**src/rtl/riscv_pkg.sv**
```systemverilog
// Shared core definitions: register-file address width and hazard controller state encoding.
package riscv_pkg;

   localparam int REG_ADDR_WIDTH = 5;

   typedef enum logic {
      HZ_RUN,
      HZ_DRAIN
   } hz_state_t;

endpackage

```
**src/rtl/sat_counter.sv**
```systemverilog
// Saturating up-counter with synchronous clear taking priority over increment.
module sat_counter #(
   parameter int WIDTH = 32
) (
   input  logic             clk,
   input  logic             reset,
   input  logic             clr,
   input  logic             inc,
   output logic [WIDTH-1:0] count
);

   logic [WIDTH-1:0] count_q;
   logic [WIDTH-1:0] count_d;

   always_comb begin
      count_d = count_q;
      if (clr) begin
         count_d = '0;
      end else if (inc && (count_q != {WIDTH{1'b1}})) begin
         count_d = count_q + 1'b1;
      end
   end

   always_ff @(posedge clk or negedge reset) begin
      if (!reset) begin
         count_q <= '0;
      end else begin
         count_q <= count_d;
      end
   end

   assign count = count_q;

endmodule

```
**src/rtl/hazard_ctrl.sv**
```systemverilog
// Pipeline sequencing around ID: load-use stalls, redirect flushes, dmem freeze and
// serializing-instruction drain. Controls are combinational from state and inputs.
module hazard_ctrl
   import riscv_pkg::*;
#(
   parameter int CNT_WIDTH = 32
) (
   input  logic                      clk,
   input  logic                      reset,
   input  logic                      id_valid,
   input  logic [REG_ADDR_WIDTH-1:0] id_rs1_addr,
   input  logic [REG_ADDR_WIDTH-1:0] id_rs2_addr,
   input  logic                      id_uses_rs1,
   input  logic                      id_uses_rs2,
   input  logic                      id_serialize,
   input  logic                      ex_valid,
   input  logic [REG_ADDR_WIDTH-1:0] ex_rd_addr,
   input  logic                      ex_mem_read,
   input  logic                      ex_redirect,
   input  logic                      mem_valid,
   input  logic                      wb_valid,
   input  logic                      dmem_wait,
   input  logic                      perf_clr,
   output logic                      pc_en,
   output logic                      if_id_en,
   output logic                      if_id_flush,
   output logic                      id_ex_en,
   output logic                      id_ex_bubble,
   output logic                      ex_mem_en,
   output logic                      mem_wb_en,
   output logic                      drain_active,
   output logic [CNT_WIDTH-1:0]      stall_count,
   output logic [CNT_WIDTH-1:0]      flush_count
);

   hz_state_t state_q;
   hz_state_t state_d;

   logic load_use;
   logic pipe_empty;
   logic flush_inc;
   logic stall_inc;

   assign load_use = ex_valid && ex_mem_read && (ex_rd_addr != '0) && id_valid &&
                     ((id_uses_rs1 && (id_rs1_addr == ex_rd_addr)) ||
                      (id_uses_rs2 && (id_rs2_addr == ex_rd_addr)));

   assign pipe_empty = !ex_valid && !mem_valid && !wb_valid;

   always_comb begin
      state_d      = state_q;
      pc_en        = 1'b1;
      if_id_en     = 1'b1;
      if_id_flush  = 1'b0;
      id_ex_en     = 1'b1;
      id_ex_bubble = 1'b0;
      ex_mem_en    = 1'b1;
      mem_wb_en    = 1'b1;
      flush_inc    = 1'b0;

      if (!reset) begin
         pc_en     = 1'b0;
         if_id_en  = 1'b0;
         id_ex_en  = 1'b0;
         ex_mem_en = 1'b0;
         mem_wb_en = 1'b0;
      end else if (dmem_wait) begin
         // Whole pipe frozen; a pending redirect is re-presented once MEM completes.
         pc_en     = 1'b0;
         if_id_en  = 1'b0;
         id_ex_en  = 1'b0;
         ex_mem_en = 1'b0;
         mem_wb_en = 1'b0;
      end else if (ex_redirect) begin
         if_id_flush  = 1'b1;
         id_ex_bubble = 1'b1;
         flush_inc    = 1'b1;
         state_d      = HZ_RUN;
      end else if (state_q == HZ_DRAIN) begin
         if (!pipe_empty) begin
            pc_en        = 1'b0;
            if_id_en     = 1'b0;
            id_ex_bubble = 1'b1;
         end else begin
            state_d = HZ_RUN;
         end
      end else if (id_valid && id_serialize && !pipe_empty) begin
         pc_en        = 1'b0;
         if_id_en     = 1'b0;
         id_ex_bubble = 1'b1;
         state_d      = HZ_DRAIN;
      end else if (load_use) begin
         pc_en        = 1'b0;
         if_id_en     = 1'b0;
         id_ex_bubble = 1'b1;
      end
   end

   always_ff @(posedge clk or negedge reset) begin
      if (!reset) begin
         state_q <= HZ_RUN;
      end else begin
         state_q <= state_d;
      end
   end

   assign drain_active = reset && (state_q == HZ_DRAIN);
   assign stall_inc    = reset && !pc_en;

   sat_counter #(.WIDTH(CNT_WIDTH)) u_stall_cnt (
      .clk   (clk),
      .reset (reset),
      .clr   (perf_clr),
      .inc   (stall_inc),
      .count (stall_count)
   );

   sat_counter #(.WIDTH(CNT_WIDTH)) u_flush_cnt (
      .clk   (clk),
      .reset (reset),
      .clr   (perf_clr),
      .inc   (flush_inc),
      .count (flush_count)
   );

endmodule

```
**config.mk**
```make
export PLATFORM = sky130hd
export DESIGN_NAME = hazard_ctrl
export DESIGN_NICKNAME = d
export VERILOG_FILES = /design/src/rtl/riscv_pkg.sv /design/src/rtl/sat_counter.sv /design/src/rtl/hazard_ctrl.sv
export SDC_FILE = /design/constraint.sdc
export NUM_CORES = 1
export LEC_CHECK = 0
export ABC_AREA = 1
export CAP_MARGIN = 5
export CELL_PAD_IN_SITES_DETAIL_PLACEMENT = 0
export CELL_PAD_IN_SITES_GLOBAL_PLACEMENT = 2
export CORE_UTILIZATION = 30
export CTS_CLUSTER_SIZE = 25
export DETAILED_ROUTE_END_ITERATION = 10
export PLACE_DENSITY = 0.92
export SLEW_MARGIN = 10
export SYNTH_ARGS = -nofsm -noshare
export SYNTH_HDL_FRONTEND = slang
export SYNTH_SLANG_ARGS = --single-unit
```
**constraint.sdc**
```tcl
create_clock -name clk -period 3.29 [get_ports clk]
set_input_delay 0.658 -clock clk [delete_from_list [all_inputs] [get_ports clk]]
set_output_delay 0.658 -clock clk [all_outputs]
set_load 0.01 [all_outputs]
```
==> flow_summary.ini <==
[hold_path]
worstHoldPathType = flop to flop

[clock_network]
path_clk_slew_ps = 50
post_cts_buffers = 0
cts_max_path_buffers = 2
ctsHoldBuffers = 0
cts_tree = built
cts_resized = 0
cts.htree.levels = 3
cts.sinks = 65
cts_root_buf = clkbuf_16
insertion_delay_ps = 340
cts_buffers = 9

[detailed_routing]
drt_wl_total_mm = 15.5
ant_nets = 0
vias_per_cell = 4.77
wl_per_cell_um = 14.7
vias = 5037
drt-pass1-iter-count = 5
drc_errors = 0
drt_iter0_drc = 337

[die]
rows = 45
die_w_um = 129
die_h_um = 129
io_pins = 100
die_area_um2 = 16600
start_util = 0.312
core_area_um2 = 15400

[logic_synthesis]
ys_ff_latch = 65
synth_top_area_share = 0.338
synth_fa_ha_area_frac = 0.00519
synth_top_family_by_area = simple AND/OR/NAND/NOR gates
ys_seq_area_frac = 0.338
synth_compound_area_frac = 0.0493
synth-edff-count = 0
synth.avg_cell_area_um2 = 6.45
synth_area_leaders = dfrtp_1 (34%), nand2_1 (17%), inv_1 (7.9%)
yosys.area.top_type = dfrtp_1
synth.top_cells.by_count = nand2_1 (216), inv_1 (102), nor2_1 (89)
syn_inst = 747
synthSimpleGateAreaFrac = 0.449
ys_types = 34
netlist_area_um2 = 4820
yosysMostFrequentCell = nand2_1
synth_xor_area_frac = 0.0436
yosysWarnings = 0
syn_nets = 777
ys.flop_type = dfrtp_1
synthArstFlopShare = 1.00
muxShareOfSynthArea = 0

[final_layout]
drive_above_1_share = 0.0557
area_delta_synth_final_pct = 30.2
final_core_util = 0.407
nNetsFinal = 869
final_area_um2 = 6270
antenna_cells = 0
fillerInstances = 1716

[timing]
finalHoldViolations = 0
clock_skew_ps = 5.84
rsz0062_at_grt = false
min_period_ps = 3070
max-slew-margin-rel = 0.400
worstMarginPinSlew_ps = 899
tns_ps = 0
period_share = 0.934
setup_viol = 0
slew_viol_final = 0
max_freq_ghz = 0.325

[worst_setup_path]
critPathLaunchType = primary input
cp_max_fo = 4
cp_data_required_time_ps = 2630
cp_slowest_cell = clkdlybuf4s50_1
path_cells = clkdlybuf4s50_1, inv_1, nand2_1, nand2_1, nor2_1, nand3_1, nand2_1, nand2_1, a31oi_1, clkdlybuf4s50_1
cp_slowest_stage_delay_ps = 570
cp.arrival_ps = 2420
path_class = primary input to output pin
worst_path_most_repeated_cell = nand2_1
end_kind = output pin

[global_routing]
grt_util_all_layers = 0.195
grt.overflow.total = 0
grt_pass1_wl_mm = 25.1
antenna_found_initial = 0
grt_max_degree = 66
first_global_vias = 4792

[run_status]
status = completed

[placed_design]
routabilityCongestion = 0.853
dp_hpwl_mm = 11.4
port_buffers = 99
detailed_place.area_um2 = 5980

[power_and_ir_drop]
leakagePower_nw = 2.95
power_density_nw_per_um2 = 314
ir_worst_vdd_mv = 0.224

[run]
drv_cap = 0
==> final cells by class <==
cell class / count / area [um2] / area share
Multi-Input combinational cell: 548 / 2640 / 0.420
Sequential cell: 65 / 1630 / 0.259
Timing Repair Buffer: 107 / 1050 / 0.168
Inverter: 108 / 405 / 0.0646
Tap cell: 211 / 264 / 0.0421
Clock buffer: 13 / 250 / 0.0399
Clock inverter: 3 / 40.0 / 0.00638
==> placed cells by master (no fill, tap or decap), types with 3 or more instances in the layout <==
cell type | Yosys | routed
clkbuf_16 | 0 | 9
a21oi_1 | 4 | 4
dfrtp_1 | 65 | 65
o21ai_1 | 16 | 16
buf_4 | 4 | 9
o31ai_1 | 5 | 5
inv_1 | 102 | 102
xnor2_1 | 5 | 5
nor2_2 | 5 | 5
xor2_1 | 19 | 19
nand4_1 | 56 | 56
nor3_1 | 21 | 21
nand2_2 | 4 | 4
nand2_4 | 3 | 3
nand3_1 | 75 | 75
o21ai_0 | 11 | 11
clkdlybuf4s50_1 | 0 | 96
inv_2 | 6 | 6
nor2_1 | 89 | 89
nand2_1 | 216 | 216
clkbuf_1 | 5 | 3
==> registers in the layout (all words and copies together) (netlist names) <==
register / count
state_q: 1
u_stall_cnt.count: 32
u_flush_cnt.count: 32
==> power by group <==
group	leakage (nW)	internal, W	total (W)	switching (W)
Sequential	0.907	0.000804	0.000809	0.00000560
Combinational	1.90	0.0000669	0.000183	0.000116
Clock	0.144	0.000606	0.000978	0.000372
Total	2.95	0.00148	0.00197	0.000494
==> metal layers <==
layer | wire (um) | GRT usage | vias up
li1 | - | - | 2588
met1 | 7970 | 0.285 | 2312
met2 | 6510 | 0.295 | 124
met3 | 796 | 0.0291 | 13
met4 | 189 | 0.0616 | 0
met5 | 0 | 0 | -
==> worst max-delay path: cells and delay by family <==
| family | cells | cell delay [ps] |
|---|---|---|
| buffers and inverters | 3 | 1170 |
| and+or+nand+nor | 6 | 460 |
| AOI/OAI and AO/OA | 1 | 140 |
==> per-stage QoR <==
stage | worst slack, ps | hold WS (ps) | cells | total power (W)
3_3_place_gp | 177 | 515 | 1039 | 0.00101
4_1_cts | 139 | 532 | 1055 | 0.00200
6_report | 216 | 519 | 1055 | 0.00197
3_5_place_dp | 147 | 521 | 1039 | 0.00101
2_1_floorplan | 819 | 362 | 747 | 0.000917
5_1_grt | 4.68 | 553 | 1055 | 0.00205
==> logic make-up after synthesis <==
group	count (synthesis)
buf+inv	134
flops	65
simple gates	480
xor+xnor	24
compound gates	42
fa+ha+maj	2
==> path summary, 6_finish.rpt <==
| kind | startpoint | endpoint | slack (ps) | cells after the start |
|---|---|---|---|---|
| setup reg to reg | u_stall_cnt.count[0]$_DFFE_PN0P_ | u_stall_cnt.count[14]$_DFFE_PN0P_ | 920 | 11 |
| setup / recovery | ex_rd_addr[1] | id_ex_bubble | 220 | 10 |
| max in group asynchronous | reset | u_stall_cnt.count[26]$_DFFE_PN0P_ | 2080 | 2 |
| hold / removal | state_q$_DFFE_PN0P_ | state_q$_DFFE_PN0P_ | 520 | 2 |
| min in group asynchronous | reset | u_flush_cnt.count[25]$_DFFE_PN0P_ | 580 | 2 |
| hold reg to reg | state_q$_DFFE_PN0P_ | state_q$_DFFE_PN0P_ | 520 | 2 |
No activity file was read; power rests on OpenSTA's default activity.
